**src/rtl/mips32_pkg.sv**
```systemverilog
// -----------------------------------------------------------------------------
// mips32_pkg
// Shared types and default constants for the mips32 memory arbiter slice.
//   arb_state_t : arbiter mode (RUN / HALTED / DBG)
//   arb_tag_t   : requester tag used for grant winner and read-return routing
//   ARB_AW / ARB_DW / ARB_STARVE_LIMIT : default widths and starvation limit
//   sat_inc16   : saturating 16-bit increment used by the optional statistics
// -----------------------------------------------------------------------------
package mips32_pkg;

    localparam int ARB_AW           = 10;
    localparam int ARB_DW           = 32;
    localparam int ARB_STARVE_LIMIT = 4;

    typedef enum logic [1:0] {
        ST_RUN    = 2'd0,
        ST_HALTED = 2'd1,
        ST_DBG    = 2'd2
    } arb_state_t;

    typedef enum logic [1:0] {
        TAG_NONE = 2'd0,
        TAG_IF   = 2'd1,
        TAG_DM   = 2'd2,
        TAG_DBG  = 2'd3
    } arb_tag_t;

    // Saturating increment: sticks at all-ones instead of wrapping to zero.
    function automatic logic [15:0] sat_inc16(input logic [15:0] v);
        logic [15:0] r;
        if (v == 16'hFFFF) begin
            r = v;
        end else begin
            r = v + 16'd1;
        end
        return r;
    endfunction

endpackage

```
**src/rtl/mips32_arb_starve.sv**
```systemverilog
// -----------------------------------------------------------------------------
// mips32_arb_starve
// Counts consecutive RUN-mode cycles in which a fetch request was denied and
// raises promote once the count reaches STARVE_LIMIT, so the arbiter can let
// IF win over MEM for one cycle.
// Ports:
//   clk1, rst_n : clock, asynchronous active-low reset
//   in_run      : arbiter is in RUN mode (counter holds otherwise)
//   if_req      : fetch request
//   if_gnt      : fetch granted this cycle
//   promote     : counter has reached STARVE_LIMIT
// -----------------------------------------------------------------------------
module mips32_arb_starve #(
    parameter int STARVE_LIMIT = 4
) (
    input  logic clk1,
    input  logic rst_n,
    input  logic in_run,
    input  logic if_req,
    input  logic if_gnt,
    output logic promote
);

    localparam int             CW      = $clog2(STARVE_LIMIT + 1);
    localparam logic [CW-1:0]  LIMIT_C = CW'(STARVE_LIMIT);

    logic [CW-1:0] starve_cnt_r;

    // Starvation counter: counts denied fetches in RUN, saturates, clears on grant or idle.
    always_ff @(posedge clk1 or negedge rst_n) begin
        if (!rst_n) begin
            starve_cnt_r <= {CW{1'b0}};
        end else if (in_run) begin
            if (if_gnt || !if_req) begin
                starve_cnt_r <= {CW{1'b0}};
            end else if (starve_cnt_r != LIMIT_C) begin
                starve_cnt_r <= starve_cnt_r + {{(CW-1){1'b0}}, 1'b1};
            end else begin
                starve_cnt_r <= starve_cnt_r;
            end
        end else begin
            starve_cnt_r <= starve_cnt_r;
        end
    end

    assign promote = (starve_cnt_r == LIMIT_C);

endmodule

```
**src/rtl/mips32_mem_arbiter.sv**
```systemverilog
// -----------------------------------------------------------------------------
// mips32_mem_arbiter
// Shares one synchronous-read memory between IF fetch, MEM load/store and a
// debug/loader port. A RUN / HALTED / DBG mode FSM decides who may be granted;
// grants are combinational from the requests and the registered mode, and a
// registered read tag routes the one-cycle-latency read data back.
// Ports:
//   clk1, rst_n                     : clock, asynchronous active-low reset
//   halted, dbg_lock                : mode controls (level)
//   if_*  (req/addr -> gnt/rvalid/rdata)             : fetch port (read only)
//   dm_*  (req/we/addr/wdata -> gnt/rvalid/rdata)    : data port
//   dbg_* (req/we/addr/wdata -> gnt/rvalid/rdata)    : debug/loader port
//   mem_en/we/addr/wdata, mem_rdata : memory interface
//   stall_o                         : a pipeline request was denied
// Optional build macro ARB_STATS_EN adds saturating counters if_gnt_cnt,
// dm_gnt_cnt and conflict_cnt, cleared on entry to DBG.
// -----------------------------------------------------------------------------
module mips32_mem_arbiter
    import mips32_pkg::*;
#(
    parameter int AW           = ARB_AW,
    parameter int DW           = ARB_DW,
    parameter int STARVE_LIMIT = ARB_STARVE_LIMIT
) (
    input  logic          clk1,
    input  logic          rst_n,
    input  logic          halted,
    input  logic          if_req,
    input  logic [AW-1:0] if_addr,
    output logic          if_gnt,
    output logic          if_rvalid,
    output logic [DW-1:0] if_rdata,
    input  logic          dm_req,
    input  logic          dm_we,
    input  logic [AW-1:0] dm_addr,
    input  logic [DW-1:0] dm_wdata,
    output logic          dm_gnt,
    output logic          dm_rvalid,
    output logic [DW-1:0] dm_rdata,
    input  logic          dbg_lock,
    input  logic          dbg_req,
    input  logic          dbg_we,
    input  logic [AW-1:0] dbg_addr,
    input  logic [DW-1:0] dbg_wdata,
    output logic          dbg_gnt,
    output logic          dbg_rvalid,
    output logic [DW-1:0] dbg_rdata,
    output logic          mem_en,
    output logic          mem_we,
    output logic [AW-1:0] mem_addr,
    output logic [DW-1:0] mem_wdata,
    input  logic [DW-1:0] mem_rdata,
    output logic          stall_o
`ifdef ARB_STATS_EN
    ,
    output logic [15:0]   if_gnt_cnt,
    output logic [15:0]   dm_gnt_cnt,
    output logic [15:0]   conflict_cnt
`endif
);

    arb_state_t state_r;
    arb_state_t state_nx_s;
    arb_tag_t   tag_r;
    arb_tag_t   win_s;
    logic       promote_s;

    mips32_arb_starve #(
        .STARVE_LIMIT (STARVE_LIMIT)
    ) u_starve (
        .clk1    (clk1),
        .rst_n   (rst_n),
        .in_run  (state_r == ST_RUN),
        .if_req  (if_req),
        .if_gnt  (if_gnt),
        .promote (promote_s)
    );

    // Winner selection: mode decides who is eligible; reset forces no winner.
    always_comb begin
        win_s = TAG_NONE;
        if (!rst_n) begin
            win_s = TAG_NONE;
        end else begin
            case (state_r)
                ST_RUN: begin
                    // A starved fetch gets exactly one cycle ahead of MEM.
                    if (promote_s && if_req) begin
                        win_s = TAG_IF;
                    end else if (dm_req) begin
                        win_s = TAG_DM;
                    end else if (if_req) begin
                        win_s = TAG_IF;
                    end else begin
                        win_s = TAG_NONE;
                    end
                end
                ST_HALTED: begin
                    if (dm_req) begin
                        win_s = TAG_DM;
                    end else begin
                        win_s = TAG_NONE;
                    end
                end
                ST_DBG: begin
                    if (dbg_req) begin
                        win_s = TAG_DBG;
                    end else begin
                        win_s = TAG_NONE;
                    end
                end
                default: win_s = TAG_NONE;
            endcase
        end
    end

    assign if_gnt  = (win_s == TAG_IF);
    assign dm_gnt  = (win_s == TAG_DM);
    assign dbg_gnt = (win_s == TAG_DBG);
    assign stall_o = rst_n & ((if_req & ~if_gnt) | (dm_req & ~dm_gnt));

    // Memory-side mux from the winner; everything zero when idle.
    always_comb begin
        mem_en    = 1'b0;
        mem_we    = 1'b0;
        mem_addr  = {AW{1'b0}};
        mem_wdata = {DW{1'b0}};
        case (win_s)
            TAG_IF: begin
                mem_en   = 1'b1;
                mem_addr = if_addr;
            end
            TAG_DM: begin
                mem_en    = 1'b1;
                mem_we    = dm_we;
                mem_addr  = dm_addr;
                mem_wdata = dm_wdata;
            end
            TAG_DBG: begin
                mem_en    = 1'b1;
                mem_we    = dbg_we;
                mem_addr  = dbg_addr;
                mem_wdata = dbg_wdata;
            end
            default: begin
                mem_en    = 1'b0;
                mem_we    = 1'b0;
                mem_addr  = {AW{1'b0}};
                mem_wdata = {DW{1'b0}};
            end
        endcase
    end

    // Next mode: dbg_lock dominates halted in every state.
    always_comb begin
        state_nx_s = state_r;
        case (state_r)
            ST_RUN: begin
                if (dbg_lock) begin
                    state_nx_s = ST_DBG;
                end else if (halted) begin
                    state_nx_s = ST_HALTED;
                end else begin
                    state_nx_s = ST_RUN;
                end
            end
            ST_HALTED: begin
                if (dbg_lock) begin
                    state_nx_s = ST_DBG;
                end else if (!halted) begin
                    state_nx_s = ST_RUN;
                end else begin
                    state_nx_s = ST_HALTED;
                end
            end
            ST_DBG: begin
                if (dbg_lock) begin
                    state_nx_s = ST_DBG;
                end else if (halted) begin
                    state_nx_s = ST_HALTED;
                end else begin
                    state_nx_s = ST_RUN;
                end
            end
            default: state_nx_s = ST_RUN;
        endcase
    end

    // Mode register and read-return tag; the tag is independent of the mode so a
    // read granted just before a mode change still returns its data.
    always_ff @(posedge clk1 or negedge rst_n) begin
        if (!rst_n) begin
            state_r <= ST_RUN;
            tag_r   <= TAG_NONE;
        end else begin
            state_r <= state_nx_s;
            if (mem_en && !mem_we) begin
                tag_r <= win_s;
            end else begin
                tag_r <= TAG_NONE;
            end
        end
    end

    assign if_rvalid  = (tag_r == TAG_IF);
    assign dm_rvalid  = (tag_r == TAG_DM);
    assign dbg_rvalid = (tag_r == TAG_DBG);
    assign if_rdata   = mem_rdata;
    assign dm_rdata   = mem_rdata;
    assign dbg_rdata  = mem_rdata;

`ifdef ARB_STATS_EN
    logic dbg_entry_s;
    assign dbg_entry_s = (state_nx_s == ST_DBG) && (state_r != ST_DBG);

    // Statistics counters: saturating, zeroed whenever DBG is entered.
    always_ff @(posedge clk1 or negedge rst_n) begin
        if (!rst_n) begin
            if_gnt_cnt   <= 16'd0;
            dm_gnt_cnt   <= 16'd0;
            conflict_cnt <= 16'd0;
        end else if (dbg_entry_s) begin
            if_gnt_cnt   <= 16'd0;
            dm_gnt_cnt   <= 16'd0;
            conflict_cnt <= 16'd0;
        end else begin
            if_gnt_cnt   <= if_gnt ? sat_inc16(if_gnt_cnt) : if_gnt_cnt;
            dm_gnt_cnt   <= dm_gnt ? sat_inc16(dm_gnt_cnt) : dm_gnt_cnt;
            conflict_cnt <= (if_req && dm_req && (state_r == ST_RUN)) ?
                            sat_inc16(conflict_cnt) : conflict_cnt;
        end
    end
`endif

endmodule

```
**config.mk**
```make
export PLATFORM = sky130hd
export DESIGN_NAME = mips32_mem_arbiter
export DESIGN_NICKNAME = d
export VERILOG_FILES = /design/src/rtl/mips32_pkg.sv /design/src/rtl/mips32_arb_starve.sv /design/src/rtl/mips32_mem_arbiter.sv
export SDC_FILE = /design/constraint.sdc
export NUM_CORES = 1
export LEC_CHECK = 0
export BUFFER_PORTS_ARGS = -buffer_cell sky130_fd_sc_hd__buf_2
export CAP_MARGIN = 0
export CORE_AREA = 2 2 110 112
export DETAILED_ROUTE_END_ITERATION = 16
export DIE_AREA = 0 0 112 114
export RECOVER_POWER = 25
export SETUP_SLACK_MARGIN = 0.5
export SYNTH_ARGS = -nofsm -noshare
export SYNTH_HDL_FRONTEND = slang
export SYNTH_SLANG_ARGS = --single-unit
```
**constraint.sdc**
```tcl
create_clock -name clk1 -period 3.06 [get_ports clk1]
set_clock_uncertainty 0.05 [all_clocks]
set_input_delay 0.306 -clock clk1 [delete_from_list [all_inputs] [get_ports clk1]]
set_output_delay 0.306 -clock clk1 [all_outputs]
set_load 0.05 [all_outputs]
```
==> results.sh <==
export IMPL_outcome="completed"
export IMPL_fillers=1321
export IMPL_fin_total_pwr_mw=0.727
export IMPL_hold_class="in2reg"
export IMPL_drc=0
export IMPL_p_sw_mw=0.313
export IMPL_gp_congestion=0.774
export IMPL_wl_per_cell_um=14.6
export IMPL_grt_max_degree=32
export IMPL_via_per_inst=4.02
export IMPL_start_util_pct=14.6
export IMPL_path_depth=7
export IMPL_diodes=0
export IMPL_synthFlopType="dfrtp_1"
export IMPL_yosysWarnings=0
export IMPL_dr_first_iter_drc_count=65
export IMPL_numCtsBuffers=3
export IMPL_p_clk_share_pct=30.1
export IMPL_hold_depth=2
export IMPL_clock_fmax_mhz=403
export IMPL_clk_latency_ns=0.23
export IMPL_crit_arrival_ns=2.12
export IMPL_critPathSlowestCell="dfrtp_1"
export IMPL_wl_um=6070
export IMPL_via_count=1665
export IMPL_area_growth_pct=17.7
export IMPL_p_int_mw=0.414
export IMPL_cts_max_level=1
export IMPL_first_global_vias=1532
export IMPL_grt_overflow_total=0
export IMPL_reg2reg_depth=6
export IMPL_dpl_hpwl_um=4260
export IMPL_ctsLongestPathBuffers=2
export IMPL_worst_path_buf_inv=2
export IMPL_post_cts_buffers=0
export IMPL_antenna_found_initial=0
export IMPL_layout_nets=405
export IMPL_drv_slew=0
export IMPL_cap_violations=0
export IMPL_critical_path_top_delay_family="simple AND/OR/NAND/NOR gates"
export IMPL_cts_root_buf="clkbuf_16"
export IMPL_ff_latch_area_sq_um=175
export IMPL_power_switching_share_pct=43.1
export IMPL_power_share_sequential_pct=16.5
export IMPL_async_flop_share_pct=100
export IMPL_synth_nets=350
export IMPL_synth_avg_cell_area_sq_um=8.02
export IMPL_die_area_sq_mm=0.0128
export IMPL_busiest_layer="met2"
export IMPL_core_sq_mm=0.0117
export IMPL_grt_util_met1_pct=9.44
export IMPL_mostFrequentLayoutCells="151 x buf_2, 33 x a22o_1, 8 x and3_1"
export IMPL_slew_headroom_pct=73.4
export IMPL_path_clk_slew_ns=0.03
export IMPL_first_pass_iters=4
export IMPL_track_usage_pct=8.28
export IMPL_yosysUniqueCellTypes=35
export IMPL_ys_seq_area_share_pct=10.3
export IMPL_setup_viol=0
export IMPL_globalRouteMet3Util_pct=2.34
export IMPL_synthCells=213
export IMPL_die_y_um=114
export IMPL_cts_tree="done"
export IMPL_period_share_pct=81.0
export IMPL_synth_seq_cells=7
export IMPL_critPathCaptureType="output port"
export IMPL_power_frac_comb_pct=53.4
export IMPL_drive_above_1_share_pct=62.5
export IMPL_port_buffers=153
export IMPL_mappedNetlistArea_sq_mm=0.00171
export IMPL_min_period_ns=2.48
export IMPL_worst_setup_path_type="reg2out"
export IMPL_multi_input_area_sq_um=764
export IMPL_grt_pass1_wl_um=8220
export IMPL_tightest_slew_ns=0.397
export IMPL_ir_worst_vdd_mv=0.190
export IMPL_p_per_area_mw_per_mm2=362
export IMPL_layout_commonest_cell="buf_2"
export IMPL_clock_sinks=7
export IMPL_path_max_fanout=12
export IMPL_rsz0062_at_grt="yes"
export IMPL_slowest_delay_ns=0.39
export IMPL_num_io_pins=282
export IMPL_required_ns=2.70
export IMPL_tns_ns=0
export IMPL_cp_cell_sequence="inv_1 > ha_1 > and4b_1 > nor2_4 > and2_4 > a221o_1 > buf_2"
export IMPL_die_x_um=112
export IMPL_synth_edf_count=0
export IMPL_met2_usage_pct=14.3
export IMPL_startpoint_type="flip-flop"
export IMPL_ant_nets=0
export IMPL_p_leak_nw=1.16
export IMPL_row_count=40
export IMPL_hold_viol_final=0
[worst paths after layout]
kind / from / to / slack [ns]
setup reg to reg: u_starve.starve_cnt_r[0] / tag_r[0] / 1.31
hold / removal: dbg_lock / state_r[0] / 0.19
setup / recovery: u_starve.starve_cnt_r[0] / mem_addr[9] / 0.58
max in group asynchronous: rst_n / state_r[0] / 1.98
min in group asynchronous: rst_n / tag_r[1] / 0.73
hold reg to reg: state_r[0] / state_r[0] / 0.49
[registers in the layout (all words and copies together), names as in the netlist]
signal	count
u_starve.starve_cnt_r	3
state_r	2
tag_r	2
[cell type report]
cell class	count	share of cell area [%]
Sequential cell	7	8.72
Multi-Input combinational cell	97	38.0
Timing Repair Buffer	155	39.4
Inverter	4	0.747
Clock buffer	4	3.92
Tap cell	147	9.15
[power groups by stage]
stage / registers (mW) / logic (mW) / clock network (mW)
after floorplan: 0.117 / 0.594 / 0
after detailed placement: 0.121 / 0.374 / 0
final: 0.120 / 0.388 / 0.219
after global routing: 0.122 / 0.414 / 0.231
after global placement: 0.119 / 0.367 / 0
after CTS: 0.120 / 0.390 / 0.222
[logic make-up after synthesis]
group	share of synthesized area (%)
AO/OA/AOI/OAI	29.2
adder cells (fa/ha/maj)	1.46
buffers and inverters	47.1
flip-flops	10.3
multiplexers	2.34
AND/OR/NAND/NOR	9.60
[stage by stage]
step / instance area [sq um] / hold slack (ns) / util [%] / instances / setup WS, ns
finish: 2010 / 0.190 / 17.2 / 414 / 0.581
global route: 2010 / 0.207 / 17.2 / 414 / 0.493
CTS: 2000 / 0.191 / 17.1 / 414 / 0.511
detailed placement: 1880 / 0.177 / 16.0 / 406 / 0.603
global placement: 1880 / 0.173 / 16.0 / 406 / 0.688
floorplan: 1710 / -0.0396 / - / 213 / 0.631
[worst reg2reg max path, stage by stage, from the launching register on]
cell	delay [ns]
dfrtp_1	0.39
inv_1	0.09
ha_1	0.23
and4b_1	0.30
nor2_4	0.08
and2_4	0.24
a221oi_1	0.26
[cell usage after synthesis (2+ instances only)]
library cell / count / share of area, %
a211oi_1: 2 / 0.88
a21oi_1: 3 / 0.88
a221o_1: 6 / 3.5
a22o_1: 33 / 17
and2_1: 2 / 0.73
and3_1: 8 / 2.9
buf_2: 4 / 1.2
buf_4: 97 / 43
buf_6: 2 / 1.3
clkbuf_1: 5 / 1.1
dfrtp_1: 7 / 10
ha_1: 2 / 1.5
inv_1: 4 / 0.88
mux2i_1: 4 / 2.3
nand2_1: 5 / 1.1
nor2_1: 3 / 0.66
nor2b_1: 2 / 0.73
o21ai_0: 4 / 1.2
o2bb2ai_1: 4 / 2.1
[repair_timing]
item	in CTS	in global routing
hold endpoints to repair	7	0
hold buffers	1	0
gates cloned	3	0
gates resized for setup	6	5
endpoints found under the setup margin	43	36
[layer usage]
layer	vias to the layer above	share of wire, %
met5	-	0
met2	107	47
met1	752	37
met3	23	12
li1	783	-
met4	0	4.0
No activity file was read; power rests on OpenSTA's default activity.
